==> config.mk <==
export PLATFORM = sky130hd
export DESIGN_NAME = fir_stream_driver
export DESIGN_NICKNAME = d
export VERILOG_FILES = /design/src/rtl/fir_stream_driver.sv
export SDC_FILE = /design/constraint.sdc
export NUM_CORES = 1
export LEC_CHECK = 0
export CELL_PAD_IN_SITES_DETAIL_PLACEMENT = 2
export CELL_PAD_IN_SITES_GLOBAL_PLACEMENT = 2
export CORE_MARGIN = 2
export CORE_UTILIZATION = 25
export CTS_BUF_LIST = sky130_fd_sc_hd__clkbuf_8 sky130_fd_sc_hd__clkbuf_16
export DETAILED_ROUTE_END_ITERATION = 10
export HOLD_SLACK_MARGIN = 0.12
export PLACE_DENSITY_LB_ADDON = 0.1
export SLEW_MARGIN = 0
export SYNTH_ARGS = -nofsm -noshare
export SYNTH_HDL_FRONTEND = slang
export SYNTH_SLANG_ARGS = --single-unit
==> constraint.sdc <==
create_clock -name clk -period 11.2 [get_ports clk]
set_clock_uncertainty 0.15 [all_clocks]
set_input_delay 3.36 -clock clk [delete_from_list [all_inputs] [get_ports clk]]
set_output_delay 3.36 -clock clk [all_outputs]
set_load 0.1 [all_outputs]
==> src/rtl/fir_stream_driver.sv <==
// rtl/fir_stream_driver.sv - host-side sample/result buffering and one-at-a-time handshake driver for the FIR filter
module fir_stream_driver #(
  parameter  int WIDTH        = 16,
  parameter  int LENGHT       = 100,
  parameter  int DEPTH        = 8,
  parameter  int TIMEOUT      = 1024,
  localparam int OUTPUT_WIDTH = $clog2(LENGHT) + 2 * WIDTH
) (
  input  logic                    clk,
  input  logic                    reset,
  input  logic                    smp_wr_en,
  input  logic [WIDTH-1:0]        smp_wr_data,
  output logic                    smp_full,
  input  logic                    res_rd_en,
  output logic [OUTPUT_WIDTH-1:0] res_rd_data,
  output logic                    res_empty,
  output logic [WIDTH-1:0]        fir_input,
  output logic                    fir_input_valid,
  input  logic                    fir_ready,
  input  logic [OUTPUT_WIDTH-1:0] fir_output,
  input  logic                    fir_output_valid,
  output logic                    busy,
  output logic                    err_timeout,
  output logic                    err_spurious,
  input  logic                    err_clr
);

  localparam int AW = $clog2(DEPTH);
  localparam int CW = AW + 1;
  localparam int TW = $clog2(TIMEOUT) + 1;
  localparam logic [TW-1:0] TMO_LAST = TW'(TIMEOUT - 1);

  typedef enum logic [1:0] {IDLE, ISSUE, WAIT_RES} state_t;

  state_t state, next_state;

  logic [WIDTH-1:0]        smp_mem [DEPTH];
  logic [AW-1:0]           smp_wp, smp_rp;
  logic [CW-1:0]           smp_cnt;
  logic                    smp_empty, smp_push, smp_pop;

  logic [OUTPUT_WIDTH-1:0] res_mem [DEPTH];
  logic [AW-1:0]           res_wp, res_rp;
  logic [CW-1:0]           res_cnt;
  logic                    res_full, res_push_req, res_push, res_pop;

  logic [TW-1:0]           tmo_cnt;
  logic                    tmo_hit, spurious_evt;

  assign smp_empty    = (smp_cnt == '0);
  assign smp_full     = (smp_cnt == CW'(DEPTH));
  assign smp_push     = smp_wr_en && (!smp_full || smp_pop);

  assign res_empty    = (res_cnt == '0);
  assign res_full     = (res_cnt == CW'(DEPTH));
  assign res_pop      = res_rd_en && !res_empty;
  assign res_push     = res_push_req && (!res_full || res_pop);
  assign res_rd_data  = res_empty ? '0 : res_mem[res_rp];

  assign fir_input_valid = (state == ISSUE);
  assign busy            = (state != IDLE);
  assign spurious_evt    = fir_output_valid && (state != WAIT_RES);

  always_ff @(posedge clk) begin
    if (reset) state <= IDLE;
    else       state <= next_state;
  end

  // Issue is gated on result space so a returning result can never be dropped.
  always_comb begin
    next_state   = state;
    smp_pop      = 1'b0;
    res_push_req = 1'b0;
    tmo_hit      = 1'b0;
    unique case (state)
      IDLE: begin
        if (!smp_empty && !res_full && fir_ready) begin
          smp_pop    = 1'b1;
          next_state = ISSUE;
        end
      end
      ISSUE: next_state = WAIT_RES;
      WAIT_RES: begin
        if (fir_output_valid) begin
          res_push_req = 1'b1;
          next_state   = IDLE;
        end else if (tmo_cnt == TMO_LAST) begin
          tmo_hit    = 1'b1;
          next_state = IDLE;
        end
      end
      default: next_state = IDLE;
    endcase
  end

  always_ff @(posedge clk) begin
    if (smp_push) smp_mem[smp_wp] <= smp_wr_data;
    if (res_push) res_mem[res_wp] <= fir_output;
  end

  always_ff @(posedge clk) begin
    if (reset) begin
      smp_wp  <= '0;
      smp_rp  <= '0;
      smp_cnt <= '0;
    end else begin
      if (smp_push) smp_wp <= smp_wp + AW'(1);
      if (smp_pop)  smp_rp <= smp_rp + AW'(1);
      unique case ({smp_push, smp_pop})
        2'b10:   smp_cnt <= smp_cnt + CW'(1);
        2'b01:   smp_cnt <= smp_cnt - CW'(1);
        default: smp_cnt <= smp_cnt;
      endcase
    end
  end

  always_ff @(posedge clk) begin
    if (reset) begin
      res_wp  <= '0;
      res_rp  <= '0;
      res_cnt <= '0;
    end else begin
      if (res_push) res_wp <= res_wp + AW'(1);
      if (res_pop)  res_rp <= res_rp + AW'(1);
      unique case ({res_push, res_pop})
        2'b10:   res_cnt <= res_cnt + CW'(1);
        2'b01:   res_cnt <= res_cnt - CW'(1);
        default: res_cnt <= res_cnt;
      endcase
    end
  end

  always_ff @(posedge clk) begin
    if (reset) begin
      fir_input <= '0;
      tmo_cnt   <= '0;
    end else begin
      if (smp_pop) fir_input <= smp_mem[smp_rp];
      if (state == ISSUE)         tmo_cnt <= '0;
      else if (state == WAIT_RES) tmo_cnt <= tmo_cnt + TW'(1);
    end
  end

  // A new error event in the same cycle as err_clr keeps the flag set.
  always_ff @(posedge clk) begin
    if (reset) begin
      err_timeout  <= 1'b0;
      err_spurious <= 1'b0;
    end else begin
      if (tmo_hit)      err_timeout <= 1'b1;
      else if (err_clr) err_timeout <= 1'b0;
      if (spurious_evt) err_spurious <= 1'b1;
      else if (err_clr) err_spurious <= 1'b0;
    end
  end

endmodule
==> key figures, run 1 <==
Status
  • Status: complete, no violations

Worst setup path
  • Crit-path max FO: 46
  • Worst EP arrival: 4230 ps
  • Crit path to: res_rd_data[0]
  • FF-to-FF Start: res_cnt[0]
  • Worst EP required: 7690 ps
  • R2R Setup Slk: 7990 ps
  • Worst Setup Start Kind: flop
  • R2r endpoint: res_cnt[2]
  • FF-to-FF path depth: 10
  • Critical path class: reg -> out
  • Worst Setup End Kind: output port

Timing
  • Slew Viols, Final: 0
  • Worst-Margin Slew: 1140 ps
  • Final Hold Slack: between 300 and 400 ps
  • Unrepaired setup endpoints after global routing: no
  • Minimum clock period: 7740 ps
  • Final setup viols: 0
  • Tcrit/Tclk final: 0.691
  • Final-report hold violation count: 0
  • Final TNS setup: 0 ps
  • Fmax: 129 MHz
  • Slew margin rel.: 0.240

Floorplanning
  • Die area: 78800 um^2
  • Die H: 281 um
  • Initial Util: 0.252
  • Io pins: ~120
  • Row count: 101
  • Die X: around 280 um
  • Core footprint: roughly 76000 um^2

Drt
  • Via count: 9543
  • Post-route ant nets: 0
  • Post-DR vias/cell: 4.44
  • First-pass DRT Iterations: 4
  • DR iter-0 viols: 493
  • WL final: 49.3 mm
  • DRC: 0
  • DR WL/cell: between 20 and 25 um

Synthesis
  • Synth Flop Type: edfxtp_1
  • Register area share after synthesis: 0.747
  • Syn Inst Count: 967
  • Synthesis-stage register bit count: 494
  • Netlist Area Pre-Place: 19100 um^2
  • Top cell type's share of synthesized area: 0.691
  • Post-synth EDFFs: 440
  • Ys Warns: 0
  • Async S/R FF share, synth: 0
  • Number of distinct library cells after synthesis: slightly below 50
  • Dominant cell type by area after synthesis: edfxtp_1
  • Syn nets: 1040
  • Synth Area per Inst: 19.8 um^2
  • Synth top area cells: edfxtp_1, mux4_2, dfxtp_1, mux2i_1, nor2_1

Clocking
  • Post-CTS setup buffers: 0
  • Clk root buf: clkbuf_16
  • CTS buffer count: 57
  • Reg clk slew, reported paths: 60 ps
  • CTS Sinks: 494
  • CTS Hold Bufs: 0
  • Clock buffer depth: 3
  • Skew-Pair Late Insertion Delay: 620 ps
  • CTS tree: yes
  • Post-CTS Resized: 0
  • H-tree Lvls: 2

GRT
  • Grt total ovfl: 0
  • Vias in the first global route: 10800
  • GR Util All Layers: 0.128
  • First-pass GRT wire length: 74.1 mm
  • Initial antenna violation count: 5
  • Largest net degree at the start of global routing: 54

Place
  • Final GP Congestion: 0.659
  • IO buf count: 122
  • Placed cell area: 21600 um^2
  • DP Wirelength: 26.3 mm

Finish
  • Final instance area: 23400 um^2
  • P&R area growth vs syn: 22.1%
  • Layout cells sized above 1: 0.204
  • Filler cell count: 7625
  • Final Util: 0.308
  • Nets: 1193

Worst hold path
  • Worst hold-check path type: reg -> reg

Run
  • Max-Cap Viols: 0

Pwr
  • Power after layout: 5.24 mW
  • Worst-case vdd ir drop: 151 uV
  • Power Dens Cells: about 220 nW/um^2
  • Leakage Power: 7.10 nW
[layout make-up]
cell class | count | area [um^2] | share of cell area
flip-flops and latches | 494 | 14300 | 0.613
clock inverters | 48 | 245 | 0.0105
multi-input cells | 410 | 4660 | 0.199
inverters | 10 | 37.5 | 0.00161
well taps | 978 | 1220 | 0.0524
diodes | 1 | 2.50 | 0.000107
repair buffers | 147 | 1400 | 0.0601
clock buffers | 60 | 1480 | 0.0633
[cell usage in the layout (no fill, tap or decap), types with 18 or more instances in the layout]
master	synthesis	routed
mux4_2	110	110
edfxtp_1	440	440
mux2i_1	60	60
dfxtp_1	54	49
nor2_1	87	84
inv_1	10	27
nand2_1	18	18
clkbuf_16	0	58
clkinv_1	0	22
buf_4	1	25
clkdlybuf4s50_1	0	121
[stage by stage]
stage / setup slack, ps / cells
floorplan: 3200 / 967
global placement: 3900 / 2039
detailed placement: 3900 / 2039
CTS: 3210 / 2147
global route: 3030 / 2147
finish: 3460 / 2148
[synth_stat cells (all sizes together), types with 3 or more instances]
| cell type | count |
|---|---|
| a211oi | 16 |
| a21o | 3 |
| a21oi | 13 |
| buf | 22 |
| clkbuf | 31 |
| dfxtp | 54 |
| edfxtp | 440 |
| ha | 10 |
| inv | 10 |
| mux2i | 60 |
| mux4 | 110 |
| nand2 | 18 |
| nand2b | 4 |
| nand3 | 6 |
| nand4 | 3 |
| nor2 | 87 |
| nor2b | 5 |
| nor3 | 9 |
| nor4 | 10 |
| nor4b | 4 |
| o21ai | 6 |
| or3 | 6 |
| xnor2 | 12 |
| xor2 | 8 |
[worst min path at each step]
stage | from | end | slack, ps | cells after the start
after floorplan | tmo_cnt[1] | tmo_cnt[1] | 300 | 2
after global placement | tmo_cnt[1] | tmo_cnt[1] | 320 | 2
after detailed placement | tmo_cnt[1] | tmo_cnt[1] | 330 | 2
after CTS | tmo_cnt[1] | tmo_cnt[1] | 340 | 2
after global routing | fir_input[3] | fir_input[3] | 360 | 2
final | tmo_cnt[1] | tmo_cnt[1] | 330 | 2
[state kept, by name (all words and copies together), names as in the netlist, named ones only]
name          flops
smp_cnt           4
err_timeout       1
res_mem         312
smp_mem         128
res_wp            3
fir_input        16
smp_wp            3
res_cnt           4
smp_rp            3
res_rp            3
state             2
tmo_cnt          11
err_spurious      1
[layer usage]
layer,GRT usage,vias up,wire (um)
li1,-,4206,-
met1,0.166,5092,22100
met2,0.213,150,23800
met3,0.0308,85,2320
met4,0.0330,10,1010
met5,0,-,67
[logic make-up (layout without fill, tap and decap cells)]
| kind of cell | Yosys count | after routing | synth area share |
|---|---|---|---|
| multiplexers | 171 | 171 | 0.162 |
| AND/OR/NAND/NOR | 162 | 162 | 0.0429 |
| adder cells (fa/ha/maj) | 11 | 11 | 0.00759 |
| buffers and inverters | 63 | 265 | 0.0145 |
| flip-flops | 494 | 494 | 0.747 |
| other | 0 | 1 | 0 |
| AO/OA/AOI/OAI | 46 | 46 | 0.0173 |
| XOR/XNOR | 20 | 20 | 0.00915 |
[worst max-delay path, stage by stage, from the launching register on]
cell and delay, ps:
dfxtp_4 1010, buf_4 710, mux4_2 590, mux2i_1 150
nor2_1 90, clkdlybuf4s50_1 1030
[power by group]
| part | total (mW) | switching, mW | leakage [nW] | internal [mW] |
|---|---|---|---|---|
| logic | 1.32 | 0.912 | 1.78 | 0.406 |
| registers | 2.21 | 0.103 | 4.41 | 2.11 |
| clock network | 1.72 | 0.750 | 0.908 | 0.967 |
(Power assumes the default switching activity.)
==> run 2, diff against run 1 <==
- clock period: 11.2 -> 7.1 ns (I/O delays scaled with it)
==> run 2 against run 1 <==
Compared with the run above: die area unchanged; worst setup slack worse by 2300 ps; utilization is 0.33 points higher; highest routed layer unchanged; critical path type unchanged.
==> key figures, run 2 (synthesis results as in run 1) <==
Worst setup path
  • FF-to-FF Start: res_cnt[0] (unchanged)
  • FF-to-FF path depth: 10 (unchanged)
  • Max incr delay on CP: 1000 ps (was 1030 ps)
  • Worst Setup Start Kind: flop (unchanged)
  • Worst EP required: 4820 ps (was 7690 ps)
  • Worst EP arrival: 3680 ps (was 4230 ps)
  • Crit-path max FO: 35 (was 46)
  • R2r endpoint: res_cnt[2] (unchanged)
  • Cells along the critical path: buf_12 > mux4_2 > mux2i_1 > nor2_1 > clkdlybuf4s50_1 (was buf_4 > mux4_2 > mux2i_1 > nor2_1 > clkdlybuf4s50_1)
  • Worst Setup End Kind: output port (unchanged)
  • Critical path class: reg -> out (unchanged)
  • Worst path slowest cell: clkdlybuf4s50_1 (unchanged)
  • R2R Setup Slk: 3840 ps (was 7990 ps)

Drt
  • DR WL/cell: 22.6 um (was 23.0 um)
  • DRC: 0 (unchanged)
  • Post-DR vias/cell: 4.40 (was 4.44)
  • Via count: 9471 (was 9543)
  • WL final: 48.7 mm (was 49.3 mm)
  • DR iter-0 viols: 309 (was 493)
  • Post-route ant nets: 0 (unchanged)
  • First-pass DRT Iterations: 4 (unchanged)

Finish
  • Reg with most FFs: res_mem (unchanged)
  • Largest register FFs: 312 (unchanged)
  • Layout cells sized above 1: 0.216 (was 0.204)
  • Most common cell after layout, fill and taps aside: edfxtp_1 (unchanged)
  • Largest regs: res_mem: 312 flops, smp_mem: 128 flops, fir_input: 16 flops (unchanged)
  • Nets: 1196 (was 1193)
  • Most frequent cells in the layout: edfxtp_1, clkdlybuf4s50_1, mux4_2 (unchanged)
  • P&R area growth vs syn: 23.4% (was 22.1%)
  • Filler cell count: 7585 (was 7625)

Clocking
  • Post-CTS setup buffers: 0 (unchanged)
  • CTS buffer count: 59 (was 57)
  • Clk root buf: clkbuf_16 (unchanged)
  • H-tree Lvls: 2 (unchanged)
  • CTS Hold Bufs: 0 (unchanged)
  • Reg clk slew, reported paths: 60 ps (about the same)
  • CTS tree: yes (unchanged)
  • Post-CTS Resized: 0 (unchanged)
  • Clock buffer depth: 3 (unchanged)
  • Skew-Pair Late Insertion Delay: 640 ps (was 620 ps)
  • CTS Sinks: 494 (unchanged)

GRT
  • Initial antenna violation count: 6 (was 5)
  • GR Util All Layers: 0.125 (was 0.128)
  • Vias in the first global route: 10900 (was 10800)
  • Largest net degree at the start of global routing: 45 (was 54)
  • Grt total ovfl: 0 (unchanged)
  • First-pass GRT wire length: 72.5 mm (was 74.1 mm)

Worst hold path
  • Hold path start: tmo_cnt[1] (unchanged)
  • Worst Hold End: tmo_cnt[1] (unchanged)
  • Hold path depth: 2 (unchanged)
  • Worst hold-check path type: reg -> reg (unchanged)

Place
  • DP Wirelength: 26.4 mm (was 26.3 mm)
  • IO buf count: 122 (unchanged)
  • Final GP Congestion: 0.653 (was 0.659)

Floorplanning
  • Die X: 281 um (unchanged)
  • Initial Util: 0.252 (unchanged)
  • Row count: 101 (unchanged)
  • Die H: 281 um (unchanged)
  • Core footprint: 75800 um^2 (unchanged)
  • Die area: 78800 um^2 (unchanged)
  • Io pins: 123 (unchanged)

Timing
  • Fmax: 168 MHz
  • Slew Viols, Final: 0 (unchanged)
  • Unrepaired setup endpoints after global routing: no (unchanged)
  • Final-report hold violation count: 0 (unchanged)
  • Tcrit/Tclk final: 0.840
  • Worst-Margin Slew: 1130 ps (was 1140 ps)
  • Minimum clock period: 5960 ps
  • Final TNS setup: 0 ps (unchanged)
  • Final setup viols: 0 (unchanged)
  • Slew margin rel.: 0.246 (was 0.240)

Pwr
  • Power after layout: 8.51 mW (was 5.24 mW)
  • Worst-case vdd ir drop: 237 uV (was 151 uV)
  • Power Dens Cells: 361 nW/um^2 (was 225 nW/um^2)
  • Leakage Power: 7.21 nW (was 7.10 nW)

Run
  • Max-Cap Viols: 0 (unchanged)

Status
  • Status: complete, no violations (unchanged)
==> run 2: critical path, delay by kind of cell, from the launching register on <==
| family | cells | cell delay (ps) |
|---|---|---|
| muxes | 2 | 780 |
| and+or+nand+nor | 1 | 80 |
| DFF | 1 | 770 |
| buffers and inverters | 2 | 1380 |
==> run 2: worst max-delay path by stage <==
stage	startpoint	to	slack, ps	depth (start not counted)
CTS	flop	res_rd_data[30]	950	5
global placement	flop	res_rd_data[38]	1630	5
floorplan	res_rd_en	res_mem[0][0]	330	2
global route	flop	res_rd_data[38]	860	5
finish	flop	res_rd_data[30]	1140	5
detailed placement	flop	res_rd_data[30]	1630	5
==> run 2: stage by stage <==
step	hold WS, ps	std cells	utilization	setup WS (ps)	instance area, um^2
2_1_floorplan	301	967	-	330	19100
3_3_place_gp	322	2040	0.286	1630	21700
3_5_place_dp	342	2040	0.286	1630	21700
4_1_cts	350	2152	0.311	947	23600
5_1_grt	375	2153	0.311	855	23600
6_report	340	2153	0.311	1140	23600
==> run 2: routing by layer <==
layer | global-route usage | share of wire | vias to the layer above | routed length, um
met1 | 0.160 | 0.45 | 5018 | 21800
met5 | 0 | 0.00097 | - | 47
met3 | 0.0262 | 0.039 | 78 | 1920
met2 | 0.214 | 0.49 | 143 | 23900
met4 | 0.0377 | 0.022 | 8 | 1050
li1 | - | - | 4224 | -
==> run 2: area by class of cell <==
| class | count | area (um^2) | share of cell area |
|---|---|---|---|
| flip-flops and latches | 494 | 14300 | 0.606 |
| multi-input cells | 410 | 4660 | 0.197 |
| clock buffers | 66 | 1570 | 0.0666 |
| repair buffers | 148 | 1450 | 0.0614 |
| well taps | 978 | 1220 | 0.0518 |
| clock inverters | 46 | 357 | 0.0151 |
| inverters | 10 | 37.5 | 0.00159 |
| diodes | 1 | 2.50 | 0.000106 |
==> run 2: where the power goes <==
part           switching [mW]  leakage [nW]  internal, mW
sequential              0.147          4.41          3.32
combinational            1.46          1.79         0.647
clock                    1.21          1.01          1.73
